<file path="src/rtl/mem_access_pkg.sv">
// Shared encodings and helpers for the data_memory load/store front end.
// Latency: none (declarations only).
// Backpressure: not applicable.
package mem_access_pkg;

  localparam logic [1:0] SIZE_BYTE = 2'b00;
  localparam logic [1:0] SIZE_HALF = 2'b01;
  localparam logic [1:0] SIZE_WORD = 2'b10;

  typedef enum logic [2:0] {
    ST_IDLE = 3'd0,
    ST_RD   = 3'd1,
    ST_CAP  = 3'd2,
    ST_WR   = 3'd3,
    ST_RESP = 3'd4
  } state_t;

  // Request is rejected when the access straddles its natural alignment or uses the reserved size.
  function automatic logic req_misaligned(input logic [1:0] size, input logic [1:0] lane);
    logic bad;
    case (size)
      SIZE_BYTE: bad = 1'b0;
      SIZE_HALF: bad = lane[0];
      SIZE_WORD: bad = |lane;
      default:   bad = 1'b1;
    endcase
    return bad;
  endfunction

endpackage

</file>
<file path="src/rtl/byte_lane_unit.sv">
// Lane extraction/extension for loads and read-modify-write merge for sub-word stores.
// Latency: combinational.
// Backpressure: none; pure function of its inputs.
module byte_lane_unit
  import mem_access_pkg::*;
(
  input  logic [31:0] word,
  input  logic [31:0] wdata,
  input  logic [1:0]  lane,
  input  logic [1:0]  size,
  input  logic        sign_ext,
  output logic [31:0] ld_data,
  output logic [31:0] st_data
);

  logic [31:0] sh_byte;
  logic [31:0] sh_half;
  logic [7:0]  ld_byte;
  logic [15:0] ld_half;

  // Load path: shift the addressed lane down to bit 0, then zero- or sign-extend.
  always_comb begin
    sh_byte = word >> {lane, 3'b000};
    sh_half = word >> {lane[1], 4'b0000};
    ld_byte = sh_byte[7:0];
    ld_half = sh_half[15:0];
    ld_data = word;
    case (size)
      SIZE_BYTE: ld_data = {{24{sign_ext & ld_byte[7]}}, ld_byte};
      SIZE_HALF: ld_data = {{16{sign_ext & ld_half[15]}}, ld_half};
      default:   ld_data = word;
    endcase
  end

  // Store path: overwrite only the addressed lane of the word read back from memory.
  always_comb begin
    st_data = word;
    case (size)
      SIZE_BYTE: st_data[{lane, 3'b000} +: 8]     = wdata[7:0];
      SIZE_HALF: st_data[{lane[1], 4'b0000} +: 16] = wdata[15:0];
      default:   st_data = wdata;
    endcase
  end

endmodule

</file>
<file path="src/rtl/mem_access_unit.sv">
// Byte/half/word load-store front end driving a word-only synchronous data_memory.
// Latency: error 1, word store 2, load 3, sub-word store 4 cycles from accept to resp_valid.
// Backpressure: req_ready only in IDLE (one request in flight); responses cannot be stalled.
module mem_access_unit
  import mem_access_pkg::*;
#(
  parameter int ADDR_W = 10,
  parameter int DATA_W = 32
) (
  input  logic              CLK,
  input  logic              RESET,
  input  logic              req_valid,
  output logic              req_ready,
  input  logic              req_write,
  input  logic [1:0]        req_size,
  input  logic              req_signed,
  input  logic [ADDR_W+1:0] req_addr,
  input  logic [DATA_W-1:0] req_wdata,
  output logic              resp_valid,
  output logic [DATA_W-1:0] resp_rdata,
  output logic              resp_error,
  output logic [ADDR_W-1:0] mem_address,
  output logic [DATA_W-1:0] mem_data,
  output logic              mem_we,
  input  logic [DATA_W-1:0] mem_q
);

  state_t              state_q, state_d;
  logic                write_q, write_d;
  logic [1:0]          size_q, size_d;
  logic                sign_q, sign_d;
  logic [1:0]          lane_q, lane_d;
  logic [DATA_W-1:0]   wdata_q, wdata_d;
  logic [ADDR_W-1:0]   mem_address_q, mem_address_d;
  logic [DATA_W-1:0]   mem_data_q, mem_data_d;
  logic [DATA_W-1:0]   resp_rdata_q, resp_rdata_d;
  logic                resp_error_q, resp_error_d;
  logic                req_err;

  logic [31:0]         ld_data;
  logic [31:0]         st_data;

  byte_lane_unit u_lane (
    .word     (mem_q),
    .wdata    (wdata_q),
    .lane     (lane_q),
    .size     (size_q),
    .sign_ext (sign_q),
    .ld_data  (ld_data),
    .st_data  (st_data)
  );

  // Next-state and datapath updates; everything holds unless a state explicitly changes it.
  always_comb begin
    state_d       = state_q;
    write_d       = write_q;
    size_d        = size_q;
    sign_d        = sign_q;
    lane_d        = lane_q;
    wdata_d       = wdata_q;
    mem_address_d = mem_address_q;
    mem_data_d    = mem_data_q;
    resp_rdata_d  = resp_rdata_q;
    resp_error_d  = resp_error_q;
    req_err       = req_misaligned(req_size, req_addr[1:0]);
    case (state_q)
      ST_IDLE: begin
        if (req_valid) begin
          write_d      = req_write;
          size_d       = req_size;
          sign_d       = req_signed;
          lane_d       = req_addr[1:0];
          wdata_d      = req_wdata;
          resp_rdata_d = '0;
          resp_error_d = req_err;
          if (req_err) begin
            // Rejected requests never move the memory address or data pins.
            state_d = ST_RESP;
          end else begin
            mem_address_d = req_addr[ADDR_W+1:2];
            if (req_write && req_size == SIZE_WORD) begin
              // Full-word store needs no read-back; data goes straight to WR.
              mem_data_d = req_wdata;
              state_d    = ST_WR;
            end else begin
              state_d = ST_RD;
            end
          end
        end
      end
      ST_RD: state_d = ST_CAP;
      ST_CAP: begin
        if (write_q) begin
          mem_data_d = st_data;
          state_d    = ST_WR;
        end else begin
          resp_rdata_d = ld_data;
          state_d      = ST_RESP;
        end
      end
      ST_WR:   state_d = ST_RESP;
      ST_RESP: state_d = ST_IDLE;
      default: state_d = ST_IDLE;
    endcase
  end

  // State and datapath registers with synchronous reset.
  always_ff @(posedge CLK) begin
    if (RESET) begin
      state_q       <= ST_IDLE;
      write_q       <= 1'b0;
      size_q        <= SIZE_BYTE;
      sign_q        <= 1'b0;
      lane_q        <= '0;
      wdata_q       <= '0;
      mem_address_q <= '0;
      mem_data_q    <= '0;
      resp_rdata_q  <= '0;
      resp_error_q  <= 1'b0;
    end else begin
      state_q       <= state_d;
      write_q       <= write_d;
      size_q        <= size_d;
      sign_q        <= sign_d;
      lane_q        <= lane_d;
      wdata_q       <= wdata_d;
      mem_address_q <= mem_address_d;
      mem_data_q    <= mem_data_d;
      resp_rdata_q  <= resp_rdata_d;
      resp_error_q  <= resp_error_d;
    end
  end

  // Write enable is gated by RESET directly so an abort during WR never commits a partial write.
  always_comb begin
    req_ready   = (state_q == ST_IDLE);
    resp_valid  = (state_q == ST_RESP);
    mem_we      = (state_q == ST_WR) & ~RESET;
    mem_address = mem_address_q;
    mem_data    = mem_data_q;
    resp_rdata  = resp_rdata_q;
    resp_error  = resp_error_q;
  end

endmodule

</file>
<file path="config.mk">
export PLATFORM = sky130hd
export DESIGN_NAME = mem_access_unit
export DESIGN_NICKNAME = d
export VERILOG_FILES = /design/src/rtl/mem_access_pkg.sv /design/src/rtl/byte_lane_unit.sv /design/src/rtl/mem_access_unit.sv
export SDC_FILE = /design/constraint.sdc
export NUM_CORES = 1
export LEC_CHECK = 0
export ABC_AREA = 1
export CORE_ASPECT_RATIO = 0.8
export CORE_MARGIN = 5
export CORE_UTILIZATION = 50
export CTS_CLUSTER_SIZE = 25
export DETAILED_ROUTE_END_ITERATION = 10
export PLACE_DENSITY_LB_ADDON = 0.3
export SYNTH_ARGS = -nofsm -noshare
export SYNTH_HDL_FRONTEND = slang
export SYNTH_SLANG_ARGS = --single-unit
</file>
<file path="constraint.sdc">
create_clock -name CLK -period 2.47 [get_ports CLK]
set_input_delay 0.494 -clock CLK [delete_from_list [all_inputs] [get_ports CLK]]
set_output_delay 0.494 -clock CLK [all_outputs]
set_load 0.005 [all_outputs]
</file>
Yosys cells after proc, flatten, opt, wreduce, memory -nomap -nowiden
Cells that the tools add are included.
{ "word_totals": {"regBits": 116, "input_bits": 83, "out_inout_bits": 78, "elab_cells": 63} }
{ "op_classes": {"add_sub_neg": 2, "eq_ne": 12, "shift": 6, "muxes": 18, "bitwise_logic": 5, "reduce_logical": 10} }
{ "op_table": {"columns": ["cell", "count"], "rows": [
  ["$pmux 32 s2", 4],
  ["$mux 32", 6],
  ["$bwmux 32", 2],
  ["$shift 16x7->32 const A", 1],
  ["$shift 8x7->32 const A", 1],
  ["$shiftx 16x7->32", 1],
  ["$shiftx 8x7->32", 1],
  ["$shr 32x5->16", 1],
  ["$shr 32x5->8", 1],
  ["$neg 5->7", 2],
  ["$pmux 3 s4", 1],
  ["$mux 3", 3],
  ["$ne 2x2->1 const B", 4],
  ["$eq 3x2->1 const B", 2],
  ["$reduce_and 3->1", 2],
  ["$reduce_and 5->1", 1],
  ["$eq 2x1->1 const B", 2],
  ["$logic_not 2->1", 2],
  ["$and 1x1->1", 3],
  ["$eq 3x1->1 const B", 1],
  ["$eq 3x3->1 const B", 1],
  ["$logic_not 3->1", 1],
  ["$pmux 1 s3", 1],
  ["$eq 2x2->1 const B", 1],
  ["7 further kinds", 8]
]} }

Logic depth before layout (Yosys ltp)
Gate-level depths: netlist (run 1).
{ "logic_depth": {"depth_word": 6, "mapped_depth": 14, "mapped_depth_nobuf": 11} }

Modules after synthesis
A second synthesis (run 1) with hierarchy kept.
{ "hier_totals": {"cells_unflattened": 1129, "hier_area_um2": 6615.1} }
{ "by_module_without_submodules": {"columns": ["module", "n_inst", "cells_per_inst", "area_each_um2", "seq_area_each_um2"], "rows": [
  ["mem_access_unit", 1, 696, 4728.3, 2322.2],
  ["byte_lane_unit", 1, 433, 1886.8, 0.0]
]} }

Worst setup path after synthesis (run 1)
OpenSTA, ideal clock, no wires.
{ "synth_timing": {"path_kind": "register -> register", "startpoint": "reg lane_q[1]", "endpoint": "reg mem_data_q[15] (netlist: mem_data[15])", "setup_time_ns": 0.070, "arrival_time_ns": 1.928, "required_time_ns": 2.400, "path_slack_ns": 0.472, "path_stages_with_launch": 13, "n_path_buf": 3, "period_less_slack_ns": 1.998, "cell_sequence": "dfxtp_1 > inv_1 > buf_4 > buf_2 > ha_1 > inv_1 > clkbuf_1 > nand3_1 > o21ai_0 > nand2_1 > nand2_1 > nand3_2 > a21oi_1"} }
{ "synth_between": {"elab_chain_cells": 6, "elab_cells_between_ends": 11, "classes_between": "add/sub: 2; shift: 4; mux: 5"} }
{ "synth_lines": {"columns": ["item", "line", "text"], "rows": [
  ["from (decl)", "mem_access_unit.sv:32", "logic [1:0] lane_q, lane_d;"],
  ["from (signal assigned)", "mem_access_unit.sv:125", "lane_q <= lane_d;"],
  ["$neg 5->7, on equally long branches", "byte_lane_unit.sv:40, byte_lane_unit.sv:39", null],
  ["$shiftx 16x7->32 (tied with other cells)", "byte_lane_unit.sv:40", "SIZE_HALF: st_data[{lane[1], 4'b0000} +: 16] = wdata[15:0];"],
  ["$bwmux 32, on equally long branches", "byte_lane_unit.sv:40, byte_lane_unit.sv:39", null],
  ["$pmux 32 s2 *", "byte_lane_unit.sv:38", "case (size)"],
  ["$mux 32 *", "mem_access_unit.sv:93", "if (write_q) begin"],
  ["$pmux 32 s2 *", "mem_access_unit.sv:66", "case (state_q)"],
  ["to (signal assigned)", "mem_access_unit.sv:128", "mem_data_q <= mem_data_d;"],
  ["to (decl)", "mem_access_unit.sv:35", "logic [DATA_W-1:0] mem_data_q, mem_data_d;"]
]} }
Every way passes the cells marked *; elsewhere a longest branch is shown, timed or not. The select of a mux whose other input is x is not followed.
A chain may end at the register's enable or synchronous reset.

Worst setup path in the final report (run 1)
{ "layout_timing": {"startpoint": "reg state_q[0]", "endpoint": "out req_ready"} }
{ "layout_between": {"elab_chain_cells": 1} }
{ "layout_lines": {"columns": ["item", "line", "text"], "rows": [
  ["from (decl)", "mem_access_unit.sv:28", "state_t state_q, state_d;"],
  ["from (signal assigned)", "mem_access_unit.sv:121", "state_q <= state_d;"],
  ["$logic_not 3->1", "mem_access_unit.sv:136", "req_ready = (state_q == ST_IDLE);"],
  ["to (decl)", "mem_access_unit.sv:13", "output logic req_ready,"]
]} }
No other way between the ends.

==> summary.md, run 1 <==
| Metric | Value |
|---|---|
| Area Overhead vs Synth | 32.7% |
| Chip height | between 100 and 150 um |
| Final worst slack | around 250 ps |
| Post-layout min period | 2220 ps |
| Leading cell types in the layout, fill and taps excluded | nand2_1 (356), a21oi_1 (176), clkdlybuf4s50_1 (159), dfxtp_1 (116), nand3_1 (90) |
| Largest net degree at the start of global routing | 73 |
| Reg-to-Reg End | mem_data[13] |
| Relative slew slack | 25.3% |
| Via count | 7874 |
| Layout Skew | ~13 ps |
| Worst Setup End Kind | primary output |
| XOR/XNOR Fraction of Synth Area | 0% |
| CTS Buf Count | 17 |
| Hold Path End | wdata_q[24] |
| Finished Layout Cells | 1408 |
| Vias in the first global route | 7158 |
| Fmax | 0.450 GHz |
| Worst reg2reg setup slack | 370 ps |
| Detail Placement HPWL | roughly 17 mm |
| Crit path kind | reg2out |
| Register area | 2320 um^2 |
| Final hold violations | 0 |
| Compound-cell area share of the yosys netlist | roughly a fifth |
| WP data arrival | roughly 1700 ps |
| Setup Viol. Count Final | 0 |
| Initial antenna violation count | 0 |
| Min-Delay Path Class | reg2reg |
| Max Cap Violations | 0 |
| DR iter-0 viols | 1138 |
| Slew Limit Fails | 0 |
| Clk root buf | clkbuf_16 |
| Worst VDD drop | 0.000478 V |
| Critical Path RT | 1980 ps |
| H-tree depth | 4 |
| Drt total wl | 23.5 mm |
| Routed len/inst | 16.7 um |
| Syn Inst Count | ~1100 |
| Detail Route Antenna Nets | 0 |
| Port-buffer cells | 160 |
| Hold Crit Start | wdata_q[24] |
| Setup bufs post-CTS | 0 |
| CTS tree | done |
| Hold buffers post-CTS | 0 |
| Register area share after synthesis | 34.0% |
| Layout cells sized above 1 | about 10% |
| Mapped cell area | 6820 um^2 |
| Slowest stage delay, CP | 580 ps |
| Cells along the critical path | inv_2 > nand2_2 > nor2_2 > clkdlybuf4s50_1 |
| Fin area | slightly above 9000 um^2 |
| WHS Path Cells | 2 |
| GRT Util Overall | 28.8% |
| Vias per cell | around 5.6 |
| Syn nets | approximately 1200 |
| Distinct cells, synth | 34 |
| Core area | approximately 13000 um^2 |
| Maximum buffer depth of the clock tree | 2 |
| Worst-path maximum fanout | 4 |
| # IOs | 161 |
| Die area | ~16000 um^2 |
| Pre-CTS WS | 275 ps |
| Clock sinks | 116 |
| Adder-cell share of the synthesized area | 0.917% |
| Power density over cell area | 633 nW/um^2 |
| Clk pin slew, worst setup/hold paths | 60 ps |
| Area post-placement | 8510 um^2 |
| Post-layout util | 67.3% |
| Clk Latency, worst-skew pair | between 400 and 500 ps |
| Commonest non-fill, non-tap cell in the layout | nand2_1 |
| Hold_ws | between 400 and 500 ps |
| Post-Place Cells | 1376 |
| Initial cell density of the core | 50.7% |
| Simple-gate share of the synthesized area | about 36% |
| Final nets | between 1000 and 1500 |
| Setup tns final | 0 ps |
| Gpl congestion | 0.985 |
| Slew @ Worst Pin | roughly 1100 ps |
| Pre-Repair DR Iteration Count | 7 |
| Total power | 5.73 mW |
| Crit path launch type | flop |
| Slowest cell on the critical path | clkdlybuf4s50_1 |
| Die W | ~140 um |
| Area of the multi-input gates | 3930 um^2 |
| # DRC | 0 |
| First-pass GRT wire length | 37.3 mm |
| LEAKAGE | 3.55 nW |
| Remaining Overflow, GRT | 0 |
| Mux contribution to synthesized area | 0% |
| Main combinational cell family by area after synthesis | simple AND/OR/NAND/NOR gates |
| Fill cells | 1194 |
| Final worst path period share | 90.0% |
| Reg2reg path depth | 10 |
| Synthesized area per cell | 6.30 um^2 |
| Status | finished, final reports clean |
| Flops & latches, synth | between 100 and 150 |
| Antenna diodes | 0 |
| Ys Warns | 0 |
| Post_cts resized | 0 |
| Origin of the critical flop-to-flop path | lane_q[0] |
| Rows | 38 |
| RSZ-0062 raised after global routing | false |
-- registers in the layout, indices dropped and copies added, names as in the netlist, 2 cells and up --
| register | cells |
|---|---|
| lane_q | 2 |
| mem_address | 10 |
| mem_data | 32 |
| resp_rdata | 32 |
| size_q | 2 |
| state_q | 3 |
| wdata_q | 32 |
-- cell type report --
| type | count | area share (%) |
|---|---|---|
| sequential | 116 | 25.6 |
| clock buffer | 20 | 5.04 |
| timing repair buffer | 184 | 19.9 |
| clock inverter | 12 | 0.912 |
| multi-input combinational | 834 | 43.4 |
| inverter | 62 | 2.58 |
| tap | 180 | 2.49 |
-- kinds of logic (layout without fill, tap and decap cells) --
group,count (synthesis),count (layout)
adders and majority gates,5,5
and+or+nand+nor,559,559
AOI/OAI and AO/OA,270,270
DFF,116,116
buffers and inverters,133,278
-- worst max-delay path by stage --
stage / startpoint / endpoint / slack [ps] / cells after the start
after floorplan: lane_q[1] / mem_data[15] / 470 / 12
after global placement: mem_q[31] / resp_rdata[24] / 330 / 7
after detailed placement: mem_q[31] / resp_rdata[29] / 280 / 7
after CTS: state_q[0] / req_ready / 240 / 4
after global routing: state_q[0] / req_ready / 190 / 4
final: state_q[0] / req_ready / 250 / 4
-- Yosys cell counts (all sizes together) --
library cell / n / area [um^2]
a22oi: 1 / 7.51
nand2: 361 / 1370
o2111ai: 7 / 61.3
a211oi: 1 / 7.51
a31oi: 1 / 6.26
or2: 31 / 194
o21ai: 75 / 375
inv: 61 / 229
clkbuf: 40 / 150
clkinv: 1 / 5.00
dfxtp: 116 / 2320
and2: 3 / 18.8
o211ai: 2 / 15.0
nor3: 1 / 16.3
o221ai: 5 / 43.8
a21oi: 177 / 890
buf: 31 / 183
nand4: 1 / 12.5
o31ai: 1 / 7.51
nor2: 56 / 230
ha: 5 / 62.6
nand3: 106 / 611
-- power by group --
part | internal, mW | leakage (nW) | switching [mW]
Sequential | 1.98 | 0.945 | 0.0880
Combinational | 0.535 | 2.35 | 0.866
Clock | 1.33 | 0.250 | 0.933
-- critical path, delay by kind of cell, from the launching register on --
kind                   cells  cell delay (ps)
flip-flops                 1              360
AND/OR/NAND/NOR            2              280
buffers and inverters      2              680
-- layer usage --
metal | wire (um) | global-route usage, % | vias up
li1 | - | - | 3836
met1 | 10600 | 41.9 | 3543
met2 | 9640 | 41.8 | 455
met3 | 2900 | 8.06 | 40
met4 | 407 | 7.55 | 0
met5 | 0 | 0 | -
No activity file was read; power rests on OpenSTA's default activity.
==> inputs of run 2 (changes only) <==
--- a/config.mk
+++ b/config.mk
@@ -11,7 +11,7 @@
 export CORE_UTILIZATION = 50
 export CTS_CLUSTER_SIZE = 25
 export DETAILED_ROUTE_END_ITERATION = 10
-export PLACE_DENSITY_LB_ADDON = 0.3
+export PLACE_DENSITY = 0.8
 export SYNTH_ARGS = -nofsm -noshare
 export SYNTH_HDL_FRONTEND = slang
 export SYNTH_SLANG_ARGS = --single-unit
==> run 2 against run 1 <==
Global-route usage increased by 0.49 points. Final cell count is the same. Sequential share of layout area fell by 0.057 points. Routed wire length is 0.59% higher. Non-clock buffer count did not move. First-iteration DRC count is 4.0% lower. Hold slack lost 2.8 ps. Largest cell class unchanged. Highest routed layer unchanged.
==> summary.md, run 2 (same netlist as run 1, synthesis figures left out) <==
| Metric | Value |
|---|---|
| Fin area | 9070 um^2 (+0.22%) |
| Critical Path RT | 1980 ps (about the same) |
| Fmax | 0.440 GHz (-2.2%) |
| Relative slew slack | 34.7% (+9.4 points) |
| Slowest stage delay, CP | 560 ps (-20 ps) |
| Port-buffer cells | 160 (unchanged) |
| Core area | 13500 um^2 (unchanged) |
| Clock sinks | 116 (unchanged) |
| Detail Placement HPWL | 16.9 mm (about the same) |
| Slew @ Worst Pin | 977 ps (-140 ps) |
| Rows | 38 (unchanged) |
| Gpl congestion | 0.993 (+0.85%) |
| Hold buffers post-CTS | 0 (unchanged) |
| LEAKAGE | 3.57 nW (+0.83%) |
| Slowest cell on the critical path | clkdlybuf4s50_1 |
| Vias in the first global route | 7111 (-0.66%) |
| Final nets | 1303 (unchanged) |
| Setup tns final | 0 ps (unchanged) |
| Setup bufs post-CTS | 0 (unchanged) |
| Slew Limit Fails | 0 (unchanged) |
| Final worst path period share | 92.0% (+2.0 points) |
| Crit path launch type | flop |
| Pre-Repair DR Iteration Count | 6 (-1) |
| Post_cts resized | 0 (unchanged) |
| WP data arrival | 1780 ps (+50 ps) |
| Initial antenna violation count | 0 (unchanged) |
| CTS tree | done |
| GRT Util Overall | 29.3% (+0.49 points) |
| Worst VDD drop | 0.000494 V (+3.3%) |
| Post-layout min period | 2270 ps (+50.3 ps) |
| Layout Skew | 7.47 ps (-5.98 ps) |
| Final hold violations | 0 (unchanged) |
| # IOs | 161 (unchanged) |
| Post-layout util | 67.4% (+0.15 points) |
| Antenna diodes | 0 (unchanged) |
| Die area | 16100 um^2 (unchanged) |
| Initial cell density of the core | 50.7% (unchanged) |
| Chip height | 114 um (unchanged) |
| Setup Viol. Count Final | 0 (unchanged) |
| Clk pin slew, worst setup/hold paths | 60 ps (about the same) |
| H-tree depth | 4 (unchanged) |
| Area post-placement | 8500 um^2 (-0.15%) |
| Routed len/inst | 16.8 um (+0.59%) |
| Worst-path maximum fanout | 4 (unchanged) |
| Layout cells sized above 1 | 10.1% (+0.081 points) |
| Area Overhead vs Synth | 33.0% |
| RSZ-0062 raised after global routing | false |
| Commonest non-fill, non-tap cell in the layout | nand2_1 |
| # DRC | 0 (unchanged) |
| Leading cell types in the layout, fill and taps excluded | nand2_1 (356), a21oi_1 (176), clkdlybuf4s50_1 (159), dfxtp_1 (116), nand3_1 (90) |
| Maximum buffer depth of the clock tree | 2 (unchanged) |
| Worst Setup End Kind | primary output |
| Vias per cell | 5.58 (-0.18%) |
| Detail Route Antenna Nets | 0 (unchanged) |
| First-pass GRT wire length | 37.8 mm (+1.5%) |
| Max Cap Violations | 0 (unchanged) |
| DR iter-0 viols | 1092 (-4.0%) |
| Via count | 7860 (-0.18%) |
| Final worst slack | 198 ps (-50.3 ps) |
| Status | finished, final reports clean |
| Drt total wl | 23.7 mm (+0.59%) |
| Largest net degree at the start of global routing | 88 (+21%) |
| Remaining Overflow, GRT | 0 (unchanged) |
| Worst reg2reg setup slack | 290 ps (-80 ps) |
| Pre-CTS WS | 382 ps (+107 ps) |
| Min-Delay Path Class | reg2reg |
| CTS Buf Count | 17 (unchanged) |
| Clk root buf | clkbuf_16 |
| Clk Latency, worst-skew pair | 430 ps (about the same) |
| Cells along the critical path | inv_2 > nand2_2 > nor2_2 > clkdlybuf4s50_1 |
| Power density over cell area | 649 nW/um^2 (+2.5%) |
| Crit path kind | reg2out |
| Die W | 141 um (unchanged) |
[run 2: cell types whose count changed in the layout (fill, tap and decap cells not counted), moves of 2 or more]
cell,change
clkinv_4,+3
inv_6,+5
clkinvlp_4,-5
clkinv_2,-2
clkbuf_8,-2
[run 2: worst max-delay path, delay by kind of cell, from the launching register on]
family	cells	cell delay [ps]
and+or+nand+nor	2	320
DFF	1	370
buffers and inverters	2	670
[run 2: final cells by class]
type,count,area [um^2]
multi-input cells,834,3930
clock inverters,15,146
inverters,62,234
clock buffers,17,425
well taps,180,225
repair buffers,184,1790
fillers,1200,4380
flip-flops and latches,116,2320
[run 2: worst paths after layout]
check	from	endpoint	cells past startpoint
min	mem_address[1]	mem_address[1]	2
max reg2reg	lane_q[1]	mem_data[27]	8
max	state_q[0]	req_ready	4
min reg2reg	mem_address[1]	mem_address[1]	2
[run 2: metal layers]
layer	track usage (%)	wire length, um	share of wire, %
met1	43.7	10900	46
met5	0	0	0
met4	7.49	446	1.9
met3	8.85	2880	12
met2	40.8	9460	40
[run 2: through the flow]
step,cells,power (mW),hold slack [ps]
after floorplan,1083,2.93,445
after global placement,1376,3.45,445
after detailed placement,1376,3.46,446
after CTS,1408,5.87,462
after global routing,1408,6.16,476
final,1408,5.89,461
[run 2: power by group]
part / internal, mW / switching [mW] / total, mW
sequential: 1.98 / 0.0888 / 2.07
combinational: 0.532 / 0.859 / 1.39
clock: 1.41 / 1.02 / 2.43
